### src/rtl/types_pkg.sv
// Shared types and constants for the load/store path: bus widths, the
// load/store unit state encoding, RV32I funct3 width codes and the
// request legality check used at acceptance time.
package types_pkg;

  localparam int DATA_WIDTH = 32;
  // MSB index of a data/address bus, so ports read [DATA_BUS:0]
  localparam int DATA_BUS   = DATA_WIDTH - 1;

  typedef enum logic [1:0] {
    LSU_IDLE      = 2'd0,
    LSU_RMW_WRITE = 2'd1,
    LSU_RESP      = 2'd2
  } lsu_state_t;

  localparam logic [2:0] F3_B  = 3'b000;
  localparam logic [2:0] F3_H  = 3'b001;
  localparam logic [2:0] F3_W  = 3'b010;
  localparam logic [2:0] F3_BU = 3'b100;
  localparam logic [2:0] F3_HU = 3'b101;

  // True when a request must be rejected: an unknown width code for its
  // direction, or an address not aligned to the access size. funct3[1:0]
  // encodes the size for both signed and unsigned loads.
  function automatic logic lsu_req_error(input logic       we,
                                         input logic [2:0] f3,
                                         input logic [1:0] byte_off);
    logic illegal;
    logic misaligned;
    if (we) begin
      illegal = (f3 > F3_W);
    end else begin
      illegal = (f3 == 3'd3) || (f3 == 3'd6) || (f3 == 3'd7);
    end
    misaligned = ((f3[1:0] == 2'b01) && byte_off[0]) ||
                 ((f3[1:0] == 2'b10) && (byte_off != 2'b00));
    return illegal || misaligned;
  endfunction

endpackage

### src/rtl/load_extend.sv
// Load lane extraction: picks the byte/halfword addressed inside a
// little-endian RAM word and sign- or zero-extends it to a full word.
module load_extend
  import types_pkg::*;
(
  input  logic [DATA_BUS:0] mem_rd,
  input  logic [1:0]        addr_lo,
  input  logic [2:0]        funct3,
  output logic [DATA_BUS:0] ext_data
);

  logic [7:0]  lane_b [4];
  logic [15:0] lane_h [2];
  logic [7:0]  sel_b;
  logic [15:0] sel_h;

  // Slice the word into its byte and halfword lanes (lane 0 = bits [7:0])
  genvar gi;
  generate
    for (gi = 0; gi < 4; gi++) begin : g_byte_lane
      assign lane_b[gi] = mem_rd[8*gi +: 8];
    end
    for (gi = 0; gi < 2; gi++) begin : g_half_lane
      assign lane_h[gi] = mem_rd[16*gi +: 16];
    end
  endgenerate

  assign sel_b = lane_b[addr_lo];
  assign sel_h = lane_h[addr_lo[1]];

  // Extend the selected lane according to the width/sign code
  always_comb begin
    ext_data = mem_rd;
    case (funct3)
      F3_B:    ext_data = {{(DATA_WIDTH-8){sel_b[7]}}, sel_b};
      F3_H:    ext_data = {{(DATA_WIDTH-16){sel_h[15]}}, sel_h};
      F3_BU:   ext_data = {{(DATA_WIDTH-8){1'b0}}, sel_b};
      F3_HU:   ext_data = {{(DATA_WIDTH-16){1'b0}}, sel_h};
      default: ext_data = mem_rd;
    endcase
  end

endmodule

### src/rtl/load_store_unit.sv
// RV32I load/store unit in front of a word-wide, combinational-read RAM.
// Loads and full-word stores complete in one RAM cycle; byte/halfword
// stores read the word, then write it back with the target lane(s)
// replaced. Every request ends with a one-cycle registered done pulse.
module load_store_unit
  import types_pkg::*;
(
  input  logic              clk,
  input  logic              rst,
  input  logic              req_valid,
  output logic              req_ready,
  input  logic              req_we,
  input  logic [2:0]        funct3,
  input  logic [DATA_BUS:0] addr,
  input  logic [DATA_BUS:0] wdata,
  output logic [DATA_BUS:0] rdata,
  output logic              done,
  output logic              err,
  output logic              mem_we,
  output logic [DATA_BUS:0] mem_a,
  output logic [DATA_BUS:0] mem_wd,
  input  logic [DATA_BUS:0] mem_rd
);

  lsu_state_t        state_reg;
  logic [DATA_BUS:0] addr_reg;
  logic [2:0]        funct3_reg;
  logic [15:0]       wdata_lo_reg;
  logic [DATA_BUS:0] hold_reg;
  logic [DATA_BUS:0] rdata_reg;
  logic              done_reg;
  logic              err_reg;

  logic              accept;
  logic              req_err;
  logic [DATA_BUS:0] ext_data;
  logic [DATA_BUS:0] merge_data;

  assign req_ready = (state_reg == LSU_IDLE);
  assign accept    = req_valid && req_ready;
  assign req_err   = lsu_req_error(req_we, funct3, addr[1:0]);

  assign rdata = rdata_reg;
  assign done  = done_reg;
  assign err   = err_reg;

  // Load lane selection works on the live request during the accept cycle
  load_extend u_load_extend (
    .mem_rd   (mem_rd),
    .addr_lo  (addr[1:0]),
    .funct3   (funct3),
    .ext_data (ext_data)
  );

  // Sub-word store merge: each byte lane takes store data when hit,
  // otherwise keeps the word read back during the accept cycle
  genvar gi;
  generate
    for (gi = 0; gi < 4; gi++) begin : g_merge
      logic byte_hit;
      logic half_hit;
      assign byte_hit = (funct3_reg == F3_B) && (addr_reg[1:0] == 2'(gi));
      assign half_hit = (funct3_reg == F3_H) && (addr_reg[1] == 1'(gi / 2));
      assign merge_data[8*gi +: 8] = byte_hit ? wdata_lo_reg[7:0] :
                                     half_hit ? wdata_lo_reg[8*(gi % 2) +: 8] :
                                                hold_reg[8*gi +: 8];
    end
  endgenerate

  // RAM port: live request address in IDLE, captured address during the
  // RMW write; writes are suppressed whenever reset is asserted
  always_comb begin
    mem_we = 1'b0;
    mem_a  = {addr[DATA_BUS:2], 2'b00};
    mem_wd = wdata;
    case (state_reg)
      LSU_IDLE: begin
        if (accept && req_we && !req_err && (funct3 == F3_W)) begin
          mem_we = 1'b1;
        end
      end
      LSU_RMW_WRITE: begin
        mem_a  = {addr_reg[DATA_BUS:2], 2'b00};
        mem_wd = merge_data;
        mem_we = 1'b1;
      end
      default: begin
        mem_we = 1'b0;
      end
    endcase
    if (rst) begin
      mem_we = 1'b0;
    end
  end

  // Control FSM with registered result, error and completion pulse
  always_ff @(posedge clk) begin
    if (rst) begin
      state_reg    <= LSU_IDLE;
      addr_reg     <= '0;
      funct3_reg   <= '0;
      wdata_lo_reg <= '0;
      hold_reg     <= '0;
      rdata_reg    <= '0;
      done_reg     <= 1'b0;
      err_reg      <= 1'b0;
    end else begin
      done_reg <= 1'b0;
      case (state_reg)
        LSU_IDLE: begin
          if (accept) begin
            addr_reg     <= addr;
            funct3_reg   <= funct3;
            wdata_lo_reg <= wdata[15:0];
            if (req_err) begin
              // rejected request: no RAM access, zero result
              err_reg   <= 1'b1;
              rdata_reg <= '0;
              done_reg  <= 1'b1;
              state_reg <= LSU_RESP;
            end else if (!req_we) begin
              err_reg   <= 1'b0;
              rdata_reg <= ext_data;
              done_reg  <= 1'b1;
              state_reg <= LSU_RESP;
            end else if (funct3 == F3_W) begin
              // full word written straight through this cycle
              err_reg   <= 1'b0;
              done_reg  <= 1'b1;
              state_reg <= LSU_RESP;
            end else begin
              // sub-word store: keep the current word for the merge
              err_reg   <= 1'b0;
              hold_reg  <= mem_rd;
              state_reg <= LSU_RMW_WRITE;
            end
          end
        end
        LSU_RMW_WRITE: begin
          done_reg  <= 1'b1;
          state_reg <= LSU_RESP;
        end
        LSU_RESP: begin
          state_reg <= LSU_IDLE;
        end
        default: begin
          state_reg <= LSU_IDLE;
        end
      endcase
    end
  end

endmodule

### config.mk
export PLATFORM = sky130hd
export DESIGN_NAME = load_store_unit
export DESIGN_NICKNAME = d
export VERILOG_FILES = /design/src/rtl/types_pkg.sv /design/src/rtl/load_extend.sv /design/src/rtl/load_store_unit.sv
export SDC_FILE = /design/constraint.sdc
export NUM_CORES = 1
export LEC_CHECK = 0
export CAP_MARGIN = 30
export CORE_MARGIN = 2
export CORE_UTILIZATION = 52
export CTS_BUF_LIST = sky130_fd_sc_hd__clkbuf_8
export CTS_CLUSTER_SIZE = 12
export DETAILED_ROUTE_END_ITERATION = 16
export HOLD_SLACK_MARGIN = 0.12
export PLACE_DENSITY = 0.89
export SKIP_CTS_REPAIR_TIMING = 1
export SLEW_MARGIN = 20
export SYNTH_ARGS = -nofsm -noshare
export SYNTH_HDL_FRONTEND = slang
export SYNTH_HIERARCHICAL = 1
export SYNTH_SLANG_ARGS = --single-unit
export TNS_END_PERCENT = 1
### constraint.sdc
create_clock -name clk -period 3.4 [get_ports clk]
set_input_delay 0.68 -clock clk [delete_from_list [all_inputs] [get_ports clk]]
set_output_delay 0.68 -clock clk [all_outputs]
set_load 0.01 [all_outputs]
# Word-level counts from Yosys, hierarchy flattened
# Cells that the tools add are included.
totals:
  ff_bits: 119
  input_bits: 103
  out_inout_bits: 100
  word_cells: 91
classes:
  magnitude_cmp: 3
  eq_ne: 16
  muxes: 34
  n_bitwise: 5
  n_reduce_logical: 25
ops:
  columns: ["cell", "n"]
  rows:
  - ["32-bit 2-to-1 mux", 4]
  - ["32-bit one-hot mux with 4 select lines", 1]
  - ["8-bit 2-to-1 mux", 10]
  - ["16-bit 2-to-1 mux", 3]
  - ["8-bit binary-select mux with 2-bit select", 1]
  - ["3-bit equality test, second input constant", 4]
  - ["1-bit logical AND", 12]
  - ["1-bit 2-to-1 mux", 8]
  - ["2-bit 2-to-1 mux", 4]
  - ["2-bit by 1-bit equality test with 1-bit output, second input constant", 3]
  - ["2-bit equality test, second input constant", 3]
  - ["3-bit by 1-bit equality test with 1-bit output, second input constant", 2]
  - ["3-bit by 2-bit equality test with 1-bit output, second input constant", 2]
  - ["3-bit zero test", 2]
  - ["5-bit AND reduction", 1]
  - ["2-bit zero test", 2]
  - ["1-bit logical OR", 4]
  - ["2-bit by 1-bit inequality test with 1-bit output, second input constant", 2]
  - ["1-bit one-hot mux with 2 select lines", 2]
  - ["2-bit one-hot mux with 2 select lines", 1]
  - ["3-bit >= comparator, second input constant", 1]
  - ["3-bit by 2-bit > comparator with 1-bit output, second input constant", 1]
  - ["1-bit NOT", 3]
  - ["2-bit NOT with 3-bit output", 1]
  - ["other kinds (6)", 6]

# Depth between registers and ports, before layout
depth:
  word_depth: 11
  depth_mapped: 6
  mapped_depth_nobuf: 4

# Hierarchy
# Netlist, hierarchy kept.
modules_own_cells:
  columns: ["module", "n_inst", "cells_per_inst", "area_per_inst_um2", "seq_area_each_um2"]
  rows:
  - ["load_store_unit", 1, 745, 5582.9, 2382.3]
  - ["load_extend", 1, 118, 799.5, 0.0]

# Worst setup path after synthesis
# No wires, ideal clock.
synth_timing:
  kind: "flip-flop to output port"
  from: "register funct3_reg[0]"
  to: "output port mem_wd[10]"
  arrival_time_ns: 1.522
  t_required_ns: 2.720
  path_slack_ns: 1.198
  path_stages_with_launch: 6
  path_buffers: 2
  path_cell_list: "dfxtp_1 clkbuf_1 clkbuf_1 nor2_1 a22o_1 a221oi_1"
synth_between:
  elab_chain_len: 5
  elab_cells_between_ends: 7
  cone_classes: "1 x eq/ne; 3 x mux; 3 x reduce/logical"
synth_lines:
  columns: ["element", "line_no", "rtl"]
  rows:
  - ["from (decl)", "load_store_unit.sv:27", "logic [2:0] funct3_reg;"]
  - ["from (signal assigned)", "load_store_unit.sv:113", "funct3_reg <= funct3;"]
  - ["3-bit by 1-bit equality test with 1-bit output", "load_store_unit.sv:63", "assign half_hit = (funct3_reg == F3_H) && (addr_reg[1] == 1'(gi / 2));"]
  - ["1-bit logical AND", "load_store_unit.sv:63", null]
  - ["8-bit 2-to-1 mux", "load_store_unit.sv:65", "half_hit ? wdata_lo_reg[8*(gi % 2) +: 8] :"]
  - ["8-bit 2-to-1 mux (*)", "load_store_unit.sv:64", "assign merge_data[8*gi +: 8] = byte_hit ? wdata_lo_reg[7:0] :"]
  - ["32-bit 2-to-1 mux (*)", "load_store_unit.sv:76", "case (state_reg)"]
  - ["to (decl)", "load_store_unit.sv:21", "output logic [DATA_BUS:0] mem_wd,"]
# Every way passes the cells marked *; elsewhere a longest branch is shown, timed or not.

# Worst setup path after layout
layout_timing:
  from: "register funct3_reg[2]"
  to: "output port mem_wd[13]"
# The elaborated chain is that of the path after synthesis.

==> reports/metrics.yaml <==
clock_network:
  clock_sinks: 119
  clk_pin_slew_ns: 0.07
  cts_buffer_depth: 2
  cts_root_buffer: "clkbuf_8"
  htree_levels: 4
  cts_tree: "done"
  worstSkewPairLatency_ns: 0.42
  cts_buffers: 17
global_routing:
  grt_pass1_wl_um: 32330
  antenna_found_initial: 0
  grt_pass1_vias: 6357
  grt_start_max_net_pins: 87
  grt_overflow: 0
  gr-usage-all-layers_pct: 30.80
die:
  floorplan.io_pins: 203
  rows: 40
  core_um2: 12010
  dieArea_um2: 13180
  die_h_um: 114.8
  dieWidth_um: 114.8
  start_util_pct: 53.14
routing:
  drt_iter0_drc: 769
  dr.pass1.iters: 5
  vias_per_cell: 6.107
  ant_nets: 0
  wl_per_cell_um: 17.62
  wirelength_um: 20680
  vias: 7170
  drc: 0
worst_setup_path:
  setup.worst_path.class: "reg -> out"
  cpLargestDelayFamily: "simple AND/OR/NAND/NOR gates"
  worstPathArrival_ns: 2.57
  cp-startpoint: "funct3_reg[2]"
  required_ns: 2.72
  cp_max_fo: 9
  path_buf_inv: 1
  crit_path_top_delay_cell: "nor2_1"
  crit_chain: "or3_1 -> nor2_1 -> a221oi_1 -> clkdlybuf4s50_1"
  start_kind: "flop"
  timing.rr.start: "state_reg[1]"
  crit_path_end_kind: "primary output"
  cp_slowest_stage_delay_ns: 0.55
yosys:
  yosys-top-cells-area: "dfxtp_1 (37%), nand2_1 (13%), a21oi_1 (8.7%)"
  yosysSeqAreaShare_pct: 37.33
  ys_async_sr_fraction_pct: 0
  yosysTopAreaCell: "dfxtp_1"
  synth_area_per_cell_um2: 7.396
  ys_types: 44
  ys_ff_latch: 119
  synth_top_area_share_pct: 37.33
  synth_cells: 863
  netlist_area_um2: 6382
  yosys_warnings: 6
  synth_flop_cell: "dfxtp_1"
  synth-edff-count: 0
power:
  power.density_nw_per_um2: 403.1
  p_total_mw: 3.543
  power.leakage_nw: 3.346
  peakVddDrop_mv: 0.2607
timing:
  setup_viol: 0
  tightest_slew_ns: 0.8996
  drv_slew: 0
  finalCriticalPeriod_ns: 3.247
  slew_headroom_pct: 40.03
  hold_viol: 0
  max_freq_ghz: 0.3080
  tns_ns: 0
  finClkSkew_ns: 0.007584
  rsz0062_at_grt: "false"
  min_period_over_period_pct: 95.51
  whs_ns: 0.4545
finish:
  areaGrowthSynthToFinish_pct: 37.74
  drive_gt1_share_pct: 6.426
  n_fill_cell: 942
  final_common_cell: "nand2_1"
  nets: 1118
  diodes: 0
  final_cell_mix: "nand2_1 (227), clkdlybuf4s50_1 (199), dfxtp_1 (119)"
min_path:
  min_from: "addr_reg[9]"
  hold_path.class: "reg -> reg"
place:
  place_hpwl_um: 13960
  place_congestion: 0.9018
  port_buffers: 200
outcome:
  run_status: "finished clean"
run:
  maxCapViolCount: 0
-- stage by stage --
step                cells  worst slack (ns)  area, um^2  utilization, %
floorplan             864             1.198        6386               -
global placement     1143            0.4438        8379           69.76
detailed placement   1143            0.4627        8379           69.76
CTS                  1174            0.1917        8791           73.19
global route         1174          0.007876        8791           73.19
finish               1174            0.1527        8791           73.19
-- tightest hold or removal path: stages (launching register included) --
cell and delay (ns):
dfxtp_1 0.31, nand2_1 0.05, a21oi_1 0.05
-- layout make-up --
type                    instances  area [um^2]  share of cell area, %
clock buffers                  18        247.7                  2.818
multi-input cells             627         3517                  40.01
well taps                     147        183.9                  2.092
inverters                      27        101.3                  1.153
repair buffers                223         2195                  24.96
clock inverters                13        163.9                  1.865
flip-flops and latches        119         2382                  27.10
-- synth_stat cells, types with 10 or more instances --
cell / number
o21ai_0: 18
clkbuf_1: 71
o31ai_1: 32
a32o_1: 32
a22o_1: 16
buf_2: 10
mux2i_1: 14
a21oi_1: 111
a221oi_1: 16
inv_1: 27
nand4_1: 32
nand2_1: 227
dfxtp_1: 119
a31oi_1: 17
nor2b_1: 11
nor2_1: 45
-- metal layers --
metal  track usage, %  vias to the layer above  wire, um
li1                 -                     3372         -
met5                0                        -         0
met4            14.22                        0       725
met1            41.78                     3315      8417
met2            47.46                      416      9616
met3            6.273                       67      1924
-- cells by family (layout without fill, tap and decap cells) --
group	Yosys count	after routing	share of synthesized area, %
AOI/OAI and AO/OA	267	267	28.56
buffers and inverters	118	281	7.959
DFF	119	119	37.33
muxes	16	16	2.725
other	1	2	0.05876
and+or+nand+nor	342	342	23.37
-- final timing paths --
path / end / slack [ns] / cells after the start
hold reg to reg: addr_reg[9] / 0.45 / 2
hold / removal: addr_reg[9] / 0.45 / 2
setup / recovery: mem_wd[13] / 0.15 / 4
setup reg to reg: hold_reg[12] / 1.37 / 4
-- power by group --
part / total, mW / switching [mW] / internal, mW
logic: 0.710 / 0.370 / 0.340
registers: 1.49 / 0.0398 / 1.45
clock network: 1.34 / 0.545 / 0.799
No activity file was read; power rests on OpenSTA's default activity.
==> RTL change, RTL diff (same flow settings) <==
Make the reset (`rst`) asynchronous in one clocked block.
--- a/src/rtl/load_store_unit.sv
+++ b/src/rtl/load_store_unit.sv
@@ -96,3 +96,3 @@
   // Control FSM with registered result, error and completion pulse
-  always_ff @(posedge clk) begin
+  always_ff @(posedge clk or posedge rst) begin
     if (rst) begin
Behaviour: differs if rst is asserted again (counterexample within 4 cycles, from zero or initial values and one cycle with rst high); with rst held inactive, the same outputs for 4 cycles.
==> RTL change against the unedited design <==
Setup slack worse by 110 ps; critical path depth is the same; sequential cell count unchanged; critical path type unchanged; core utilization down 0.78 points; critical endpoint is now mem_wd[9]; power is 21% higher; non-clock buffer count up 2; sequential share of layout area grew 4.2 points; routed wire length rose by 6.6%; cell area rose by 8.2%; synthesized area grew 8.9%.
==> RTL change: results (changes against the unedited design) <==
outcome:
  outcome: "complete, no violations"
synth:
  synth_top_area_cell: "dfrtp_1"
  syn_avg_cell_area_sq_um: 8.11  # +9.7%
  yosys-top-cells-area: "dfrtp_1 (43%), nand2_1 (18%), mux2_2 (5.3%)"
  ys_types: 50  # +14%
  ys_async_sr_fraction_pct: 100  # +100 points
  yosys-top-cells-count: "nand2_1 (342), dfrtp_1 (119), clkbuf_1 (48)"
  yosysSeqAreaShare_pct: 42.8  # +5.5 points
  yosys_warnings: 6  # unchanged
  synthFlopType: "dfrtp_1"
critical_path:
  max_stage_delay_ps: 610  # +60 ps
  cp.arrival_ps: 2680  # +110 ps
  crit_path_start: "funct3_reg[1]"
  cpMaxStageDelayCell: "clkdlybuf4s50_1"
  crit_family: "compound AO/OA/AOI/OAI gates"
  reg2reg_setup_slack_ps: 1170  # -200 ps
  worstReg2RegEnd: "hold_reg[14]"
  reg2regPathDepth: 6  # +2
  r2r-start: "state_reg[1]"
  crit_path_end: "mem_wd[9]"
grt:
  antenna_found_initial: 0  # unchanged
  grt_use_met3_pct: 7.89  # +1.6 points
  track_usage_pct: 30.8  # -0.045 points
  grt_pass1_wl_um: 34600  # +7.0%
  grt_max_degree: 63  # -28%
  use_met1_pct: 42.2  # +0.41 points
routing:
  wl_per_cell_um: 18.1  # +2.6%
  num_vias: 7090  # -1.1%
  wl_met2_um: 10200  # +6.2%
  m1WireLength_um: 8830  # +4.8%
  initialDrtViolationCount: 842  # +9.5%
power_and_ir_drop:
  cellInternalPower_mw: 2.92  # +13%
  clock_net_power_mw: 1.24  # -7%
  vdd_drop_max_mv: 0.241  # -7.5%
  p_leak_nw: 4.38  # +31%
place:
  gp_congestion: 0.972  # +7.8%
  dp_cells: 1187  # +3.8%
  placed_cell_area_sq_um: 9090  # +8.5%
  place_hpwl_um: 15500  # +11%
  pre_cts_ws_ps: 234  # -229 ps
timing:
  worstMarginPinSlew_ps: 875  # -25.1 ps
  hold_slack_ps: 479  # +24.9 ps
  layout_min_cycle_time_ps: 3360  # +111 ps
  skew_ps: 14.9  # +7.28 ps
final_layout:
  drive_above_1_share_pct: 10.5  # +4.1 points
  fillers: 992  # +5.3%
clock_tree:
  clock_latency_ps: 440  # +20 ps
min_path:
  holdCritStartpoint: "addr_reg[21]"
[RTL change: changes by cell type in the layout (fill, tap and decap cells not counted), moves of 16 or more]
cell,unedited run,this run
a221oi_1,16,0
dfxtp_1,119,0
dfrtp_1,0,117
nand4_1,32,2
o31ai_1,32,0
nand3_1,0,17
a21oi_1,110,10
nand2_1,227,342
mux2_2,1,33
a32o_1,32,0
o221ai_1,0,32
nor2_1,45,19
[RTL change: final cells by class]
cell class                      instances  area [sq um]  area share [%]
Inverter                               45           173            1.82
Tap cell                              176           220            2.31
Multi-Input combinational cell        623          3530            37.1
Clock buffer                           18           248            2.60
Sequential cell                       119          2980            31.3
Timing Repair Buffer                  225          2230            23.4
Clock inverter                         14           135            1.42
[RTL change: logic make-up (layout without fill, tap and decap cells)]
logic type      Yosys count  count (layout)  share of synthesized area (%)
buf+inv                 117             302                           7.25
mux                      48              48                           7.68
compound gates          139             139                           15.8
flops                   119             119                           42.8
other cells               1               2                         0.0539
simple gates            433             434                           26.4
